<file path="src/rtl/keypad_scanner.sv">
// 4x4 matrix keypad scanner: row drive, column sync, ghost rejection, debounce, key decode.
// Define KEYPAD_REPEAT_EN to add auto-repeat strobes every REPEAT_SCANS full scans.
module keypad_scanner #(
    parameter int DEBOUNCE_SCANS = 4,
    parameter int REPEAT_SCANS   = 32
) (
    input  logic       div_clk,
    input  logic       rst,
    input  logic [3:0] col_n,
    output logic [3:0] row_n,
    output logic       key_valid,
    output logic [3:0] key_code,
    output logic       key_held
);

    localparam logic [3:0] DB_MAX = 4'(DEBOUNCE_SCANS);

    if (DEBOUNCE_SCANS < 2 || DEBOUNCE_SCANS > 15) begin : g_bad_debounce
        $error("keypad_scanner: DEBOUNCE_SCANS must be in 2..15");
    end
    if (REPEAT_SCANS < 1) begin : g_bad_repeat
        $error("keypad_scanner: REPEAT_SCANS must be at least 1");
    end

    typedef enum logic [1:0] {PH_DRIVE, PH_SYNC1, PH_SYNC2, PH_SAMPLE} phase_t;

    logic [3:0]  col_s1_q, col_s2_q;
    logic [1:0]  row_sel_q, row_sel_d;
    phase_t      phase_q;
    logic [15:0] map_q, scan_map;
    logic        prev_none_q;
    logic [3:0]  prev_code_q;
    logic [3:0]  cnt_q, cnt_d;
    logic [3:0]  row_n_q;
    logic        key_valid_q, key_held_q;
    logic [3:0]  key_code_q;

    logic [4:0]  ones;
    logic [3:0]  idx;
    logic        cand_none, cand_same, differs, eval, accept;

`ifdef KEYPAD_REPEAT_EN
    localparam int REP_W = $clog2(REPEAT_SCANS + 1);
    localparam logic [REP_W-1:0] REP_LAST = REP_W'(REPEAT_SCANS - 1);
    localparam logic [REP_W-1:0] REP_ONE  = REP_W'(1);
    logic [REP_W-1:0] rep_q;
`endif

    always_comb begin
        // The row being sampled this cycle is merged in so evaluation sees the full scan.
        scan_map = map_q;
        scan_map[{row_sel_q, 2'b00} +: 4] = ~col_s2_q;

        ones = '0;
        idx  = '0;
        for (int i = 0; i < 16; i++) begin
            if (scan_map[i]) begin
                ones = ones + 5'd1;
                idx  = 4'(i);
            end
        end
        cand_none = (ones != 5'd1);
        cand_same = (cand_none == prev_none_q) && (cand_none || idx == prev_code_q);

        if (!cand_same)
            cnt_d = 4'd1;
        else if (cnt_q == DB_MAX)
            cnt_d = cnt_q;
        else
            cnt_d = cnt_q + 4'd1;

        differs   = cand_none ? key_held_q : (!key_held_q || idx != key_code_q);
        eval      = (row_sel_q == 2'd3) && (phase_q == PH_SAMPLE);
        accept    = eval && (cnt_d == DB_MAX) && differs;
        row_sel_d = (phase_q == PH_SAMPLE) ? row_sel_q + 2'd1 : row_sel_q;
    end

    always_ff @(posedge div_clk) begin
        if (rst) begin
            col_s1_q    <= 4'hF;
            col_s2_q    <= 4'hF;
            row_sel_q   <= 2'd0;
            phase_q     <= PH_DRIVE;
            map_q       <= '0;
            prev_none_q <= 1'b1;
            prev_code_q <= '0;
            cnt_q       <= '0;
            row_n_q     <= 4'hF;
            key_valid_q <= 1'b0;
            key_code_q  <= '0;
            key_held_q  <= 1'b0;
`ifdef KEYPAD_REPEAT_EN
            rep_q       <= '0;
`endif
        end else begin
            col_s1_q    <= col_n;
            col_s2_q    <= col_s1_q;
            phase_q     <= phase_t'(phase_q + 2'd1);
            row_sel_q   <= row_sel_d;
            row_n_q     <= ~(4'b0001 << row_sel_d);
            key_valid_q <= 1'b0;

            if (phase_q == PH_SAMPLE)
                map_q <= scan_map;

            if (eval) begin
                prev_none_q <= cand_none;
                prev_code_q <= idx;
                cnt_q       <= cnt_d;
                if (accept) begin
                    key_held_q <= !cand_none;
                    if (!cand_none) begin
                        key_code_q  <= idx;
                        key_valid_q <= 1'b1;
                    end
                end
`ifdef KEYPAD_REPEAT_EN
                // A state change restarts the repeat interval and wins over a due repeat.
                if (accept)
                    rep_q <= '0;
                else if (key_held_q) begin
                    if (rep_q == REP_LAST) begin
                        rep_q       <= '0;
                        key_valid_q <= 1'b1;
                    end else begin
                        rep_q <= rep_q + REP_ONE;
                    end
                end
`endif
            end
        end
    end

    assign row_n     = row_n_q;
    assign key_valid = key_valid_q;
    assign key_code  = key_code_q;
    assign key_held  = key_held_q;

endmodule

</file>
<file path="config.mk">
export PLATFORM = sky130hd
export DESIGN_NAME = keypad_scanner
export DESIGN_NICKNAME = d
export VERILOG_FILES = /design/src/rtl/keypad_scanner.sv
export SDC_FILE = /design/constraint.sdc
export NUM_CORES = 1
export LEC_CHECK = 0
export ABC_AREA = 1
export ABC_CLOCK_PERIOD_IN_PS = 11300
export CORE_ASPECT_RATIO = 0.6
export CORE_MARGIN = 2
export CORE_UTILIZATION = 50
export CTS_CLUSTER_SIZE = 16
export DETAILED_ROUTE_END_ITERATION = 6
export PLACE_DENSITY = 0.79
export SETUP_SLACK_MARGIN = 0.2
export SYNTH_ARGS = -nofsm -noshare
export SYNTH_HDL_FRONTEND = slang
export SYNTH_SLANG_ARGS = --single-unit
</file>
<file path="constraint.sdc">
create_clock -name div_clk -period 11.3 [get_ports div_clk]
set_input_delay 1.695 -clock div_clk [delete_from_list [all_inputs] [get_ports div_clk]]
set_output_delay 1.695 -clock div_clk [all_outputs]
set_load 0.03 [all_outputs]
</file>
==> results of run 1 <==
==> flip-flops by register name (all words and copies together) (netlist names), 2 cells and up <==
signal       flops
map_q           16
row_n            4
row_sel_q        2
cnt_q            4
key_code         4
phase_q          2
col_s2_q         4
prev_code_q      4
col_s1_q         4
==> synth_stat cells (all sizes together) <==
| library cell | instances |
|---|---|
| inv | 124 |
| clkinv | 2 |
| a31oi | 1 |
| nand3 | 64 |
| nand4 | 8 |
| o21ai | 24 |
| nor3 | 5 |
| dfxtp | 47 |
| clkbuf | 5 |
| xnor2 | 4 |
| a22oi | 2 |
| buf | 5 |
| a21oi | 27 |
| nor2 | 53 |
| a221oi | 1 |
| a211oi | 1 |
| or4 | 1 |
| or2 | 13 |
| xor2 | 4 |
| nor4 | 3 |
| o211ai | 13 |
| and2 | 2 |
| nand3b | 3 |
| nand2 | 214 |
| ha | 21 |
==> per-stage QoR <==
step | hold WS, ps | area [sq um]
after floorplan | 389 | 3940
after global placement | 394 | 4180
after detailed placement | 397 | 4180
after CTS | 413 | 4340
after global routing | 427 | 4350
final | 418 | 4350
==> how the worst max path moves through the flow <==
stage               cells after the start                    start                  endpoint
global placement                       69  row_sel_q[0]$_SDFF_PP0_  key_code[0]$_SDFFE_PP0P_
finish                                 69  row_sel_q[0]$_SDFF_PP0_  key_code[3]$_SDFFE_PP0P_
global route                           69  row_sel_q[0]$_SDFF_PP0_  key_code[3]$_SDFFE_PP0P_
CTS                                    69  row_sel_q[0]$_SDFF_PP0_  key_code[3]$_SDFFE_PP0P_
detailed placement                     69  row_sel_q[0]$_SDFF_PP0_  key_code[1]$_SDFFE_PP0P_
floorplan                              68  row_sel_q[0]$_SDFF_PP0_  key_code[1]$_SDFFE_PP0P_
==> power by group through the flow <==
| stage | clock network, mW | registers (mW) | logic [mW] |
|---|---|---|---|
| floorplan | 0 | 0.179 | 0.130 |
| global placement | 0 | 0.178 | 0.153 |
| detailed placement | 0 | 0.178 | 0.164 |
| CTS | 0.152 | 0.175 | 0.165 |
| global route | 0.160 | 0.175 | 0.193 |
| finish | 0.153 | 0.175 | 0.167 |
==> placed cells by master, fill, tap and decap left out, types with 10 or more instances in the layout <==
cell type / instances
nand2_2: 23
ha_1: 20
clkdlybuf4s50_1: 15
dfxtp_1: 46
nand2_1: 189
o211ai_1: 13
inv_1: 114
inv_2: 10
or2_2: 11
nor2_1: 49
o21ai_0: 17
nand3_1: 52
a21oi_1: 25
nand3_2: 11
==> layer usage <==
metal | GRT usage, % | routed length, um | vias to the layer above
met4 | 3.44 | 53 | 0
li1 | - | - | 2054
met5 | 0 | 0 | -
met2 | 32.6 | 3540 | 84
met3 | 2.34 | 378 | 7
met1 | 30.8 | 4740 | 1738
==> kinds of logic after synthesis <==
| logic type | count (synthesis) |
|---|---|
| xor gates and xnor gates | 8 |
| AOI/OAI and AO/OA | 69 |
| adders and majority gates | 21 |
| and+or+nand+nor | 366 |
| DFF | 47 |
| buffers and inverters | 136 |
==> layout make-up <==
type,count,area (sq um)
flip-flops and latches,47,942
fillers,785,3410
repair buffers,15,150
well taps,108,135
clock inverters,3,27.5
clock buffers,5,125
inverters,126,473
multi-input cells,464,2500
==> timing repair <==
item,CTS,global route
hold buffers,0,0
endpoints found under the setup margin,0,9
hold endpoints to repair,0,0
gates resized for setup,0,3
==> impl_metrics.toml, run 1 <==
[grt]
overflow = 0
grt_pass1_vias = 3392
grt_max_degree = 27
grt_usage_pct = 20.6
grt_pass1_wl_mm = 14.9
antenna_found_initial = 0

[routing]
drt_iter0_drc = 296
dr.pass1.iters = 5
drc_errors = 0
drtAntennaViolNets = 0
vias = 3883
via_per_inst = 5.06
wl_per_cell_um = 11.3
finalWirelength_mm = 8.71

[power]
internal_power_mw = 0.311
p_seq_share_pct = 35.3
p_clk_share_pct = 31.0
power.switching_mw = 0.184
power_density_nw_per_um2 = 114
totalPowerFinal_mw = 0.495
comb_power_share_pct = 33.7
vdd_drop_max_uv = 120
sw_frac_of_total_pct = 37.2
leakagePower_nw = 2.31

[final_layout]
diodes = 0
finalNonFillerCells = 768
final_util_pct = 56.1
area_growth_pct = 10.3
drive_gt1_share_pct = 12.6
fin_nets = 686

[die]
start_util_pct = 50.8
die_area_sq_um = 8640
dieWidth_um = 119
fp.dieH_um = 72.8
rows = 25
design.core.area_sq_um = 7760
io_pins = 16

[placement]
dp.cells = 760
io_buffer_count = 15
dpl.hpwl_mm = 6.98
pre_cts_ws_ps = 792
gp_congestion = 0.849

[setup_path]
r2r_setup_slack_ps = 1040
start_kind = "flip-flop"
cp.arrival_ps = 10500
rr_worst_depth = 69
end_kind = "flip-flop"
cp_num_buf_inv = 17
reg2reg_to = "key_code[3]$_SDFFE_PP0P_"
worstReg2RegStart = "row_sel_q[0]$_SDFF_PP0_"
cpMaxStageDelayCell = "dfxtp_2"
max_stage_delay_ps = 390
required_ps = 11530
crit_path_frequent_cell = "nand2_1"
crit_type = "flip-flop to flip-flop"
cp_top_family = "adder cells"
worstPathMaxFanout = 9

[cts]
numCtsBuffers = 5
cts_tree = "built"
post-cts-setup-buffers = 0
htreeDepth = 2
cts.clk_slew.worst_paths_ps = 70
cts_buffer_depth = 2
cts_sinks = 47
clockRootBuffer = "clkbuf_16"
clkLatencyLatePin_ps = 290

[synth]
seq_area_frac_synth_pct = 23.9
synthTopCellsByArea = "dfxtp_1 24%, nand2_1 18%, inv_1 11%"
netlist_area_sq_um = 3940
synth.avg_cell_area_sq_um = 6.10
synth_cells = 647
synth_top_family_by_area = "simple AND/OR/NAND/NOR gates"
yosys.area_share.xor_xnor_pct = 1.78
yosysTopAreaCellShare_pct = 23.9
synth_top_area_cell = "dfxtp_1"
yosys.area_share.simple_pct = 43.6
yosys_warnings = 0
synth_fa_ha_area_share_pct = 6.66
synth-compound-area-share_pct = 10.9
ys_types = 43
syn-num-nets = 674
synth_mux_area_share_pct = 0
synth_seq_cells = 47

[worst_hold_path]
min-delay-start = "col_s1_q[3]$_SDFF_PP1_"
hold_depth = 1
hp-class = "flip-flop to flip-flop"
hold_end = "col_s2_q[3]$_SDFF_PP1_"

[sta]
fin_crit_sh_pct = 90.8
setup_slack_ps = 1040
rsz0062_at_grt = "false"
setup-violations-final = 0
drv_slew = 0
fin_skew_ps = 8.82
hold_viol = 0
layout_min_cycle_time_ps = 10260
setup-tns-final_ps = 0
worstMarginPinSlew_ps = 901
max_slew_margin_pct = 39.8
fmax_mhz = 97.4

[run_status]
status = "finished clean"

[job]
cap_violations = 0
Power figures use the tool's default switching activity.
==> inputs of run 2 (changes only) <==
--- a/config.mk
+++ b/config.mk
@@ -13,7 +13,7 @@
 export CTS_CLUSTER_SIZE = 16
 export DETAILED_ROUTE_END_ITERATION = 6
 export PLACE_DENSITY = 0.79
-export SETUP_SLACK_MARGIN = 0.2
+export SETUP_SLACK_MARGIN = 0.5
 export SYNTH_ARGS = -nofsm -noshare
 export SYNTH_HDL_FRONTEND = slang
 export SYNTH_SLANG_ARGS = --single-unit
==> impl_metrics.toml, run 2 (synthesis gave the netlist of run 1 again) <==
[sta]
drv_slew = 0
setup-violations-final = 0
fin_skew_ps = 7.65
max_slew_margin_pct = 39.5
fmax_mhz = 99.7
rsz0062_at_grt = "false"
fin_crit_sh_pct = 88.7
layout_min_cycle_time_ps = 10030
setup-tns-final_ps = 0
worstMarginPinSlew_ps = 905
hold_viol = 0
hold_slack_ps = 413

[setup_path]
start_kind = "flip-flop"
cp.arrival_ps = 10260
crit_type = "flip-flop to flip-flop"
required_ps = 11530
rr_worst_depth = 69
reg2reg_to = "key_code[3]$_SDFFE_PP0P_"
worstPathMaxFanout = 8
end_kind = "flip-flop"
worstReg2RegStart = "row_sel_q[0]$_SDFF_PP0_"
cpMaxStageDelayCell = "dfxtp_4"
max_stage_delay_ps = 390
r2r_setup_slack_ps = 1270
crit_path_frequent_cell = "nand2_1"

[cts]
clkLatencyLatePin_ps = 290
cts_tree = "built"
htreeDepth = 2
cts_sinks = 47
clockRootBuffer = "clkbuf_16"
cts.clk_slew.worst_paths_ps = 70
hold_buffers = 0
numCtsBuffers = 5
cts_buffer_depth = 2

[die]
design.core.area_sq_um = 7760
start_util_pct = 50.8
fp.dieH_um = 72.8
rows = 25
io_pins = 16
dieWidth_um = 119
die_area_sq_um = 8640

[routing]
wl_met2_mm = 3.61
wl_met3_um = 321
drtAntennaViolNets = 0
drt_iter0_drc = 327
wl_met1_mm = 4.84
via_per_inst = 5.06
drc_errors = 0
top_layer = "met4"
dr.pass1.iters = 5
wl_per_cell_um = 11.5
finalWirelength_mm = 8.83
vias = 3893

[power]
leakagePower_nw = 2.33
vdd_drop_max_uv = 113
power_density_nw_per_um2 = 113
totalPowerFinal_mw = 0.499

[worst_hold_path]
hold_end = "col_s2_q[0]$_SDFF_PP1_"
hold_depth = 1
min-delay-start = "col_s1_q[0]$_SDFF_PP1_"
hp-class = "flip-flop to flip-flop"

[grt]
grt_pass1_wl_mm = 14.9
grt_usage_pct = 20.6
antenna_found_initial = 0
overflow = 0
grt_max_degree = 27
grt_pass1_vias = 3392

[final_layout]
diodes = 0
final_cell_mix = "187 x nand2_1, 114 x inv_1, 50 x nand3_1, 49 x nor2_1, 45 x dfxtp_1"
final_util_pct = 56.6
area_growth_pct = 11.4
finalNonFillerCells = 770
final_common_cell = "nand2_1"
drive_gt1_share_pct = 13.7
largest_reg_flops = 16
fin_nets = 688
regMostFlops = "map_q"

[placement]
dpl.hpwl_mm = 6.98
gp_congestion = 0.849
io_buffer_count = 15
dp.cells = 760

[run_status]
status = "finished clean"

[job]
cap_violations = 0
==> run 2: report_power, final <==
| part | leakage [nW] | switching [mW] | internal (mW) |
|---|---|---|---|
| Sequential | 0.384 | 0.00327 | 0.171 |
| Clock | 0.0723 | 0.0673 | 0.0844 |
| Combinational | 1.87 | 0.115 | 0.0574 |
| Total | 2.33 | 0.185 | 0.313 |
==> run 2: cell type report <==
type / count / area, sq um
inverter: 126 / 475
tap: 108 / 135
fill: 782 / 3360
clock buffer: 5 / 125
multi-input combinational: 464 / 2520
timing repair buffer: 17 / 165
sequential: 47 / 946
clock inverter: 3 / 27.5
==> run 2: worst max-delay path by stage <==
stage | from | endpoint | slack [ps]
CTS | row_sel_q[0]$_SDFF_PP0_ | key_code[3]$_SDFFE_PP0P_ | 750
floorplan | row_sel_q[0]$_SDFF_PP0_ | key_code[1]$_SDFFE_PP0P_ | 1810
detailed placement | row_sel_q[0]$_SDFF_PP0_ | key_code[1]$_SDFFE_PP0P_ | 790
finish | row_sel_q[0]$_SDFF_PP0_ | key_code[3]$_SDFFE_PP0P_ | 1270
global placement | row_sel_q[0]$_SDFF_PP0_ | key_code[0]$_SDFFE_PP0P_ | 1280
global route | row_sel_q[0]$_SDFF_PP0_ | key_code[3]$_SDFFE_PP0P_ | 510
==> run 2: critical path, delay by kind of cell (launching register included) <==
family	cells	cell delay, ps
AOI/OAI and AO/OA	3	370
adders and majority gates	15	4060
and+or+nand+nor	35	4110
buffers and inverters	16	1000
DFF	1	390
==> run 2: timing repair <==
action,4_1_cts,5_1_grt
setup endpoints to repair,0,11
buffers inserted,0,2
resized for setup,0,12
==> run 2: metal layers <==
metal  up-vias  global-route usage, %
li1       2050                      -
met1      1754                   30.8
met2        80                   32.6
met3         9                   2.34
met4         0                   3.44
met5         -                      0
==> run 2: per-stage QoR <==
stage / setup WS, ps / area [sq um]
finish: 1270 / 4390
detailed placement: 792 / 4180
global placement: 1280 / 4180
floorplan: 1810 / 3940
global route: 513 / 4390
CTS: 751 / 4340
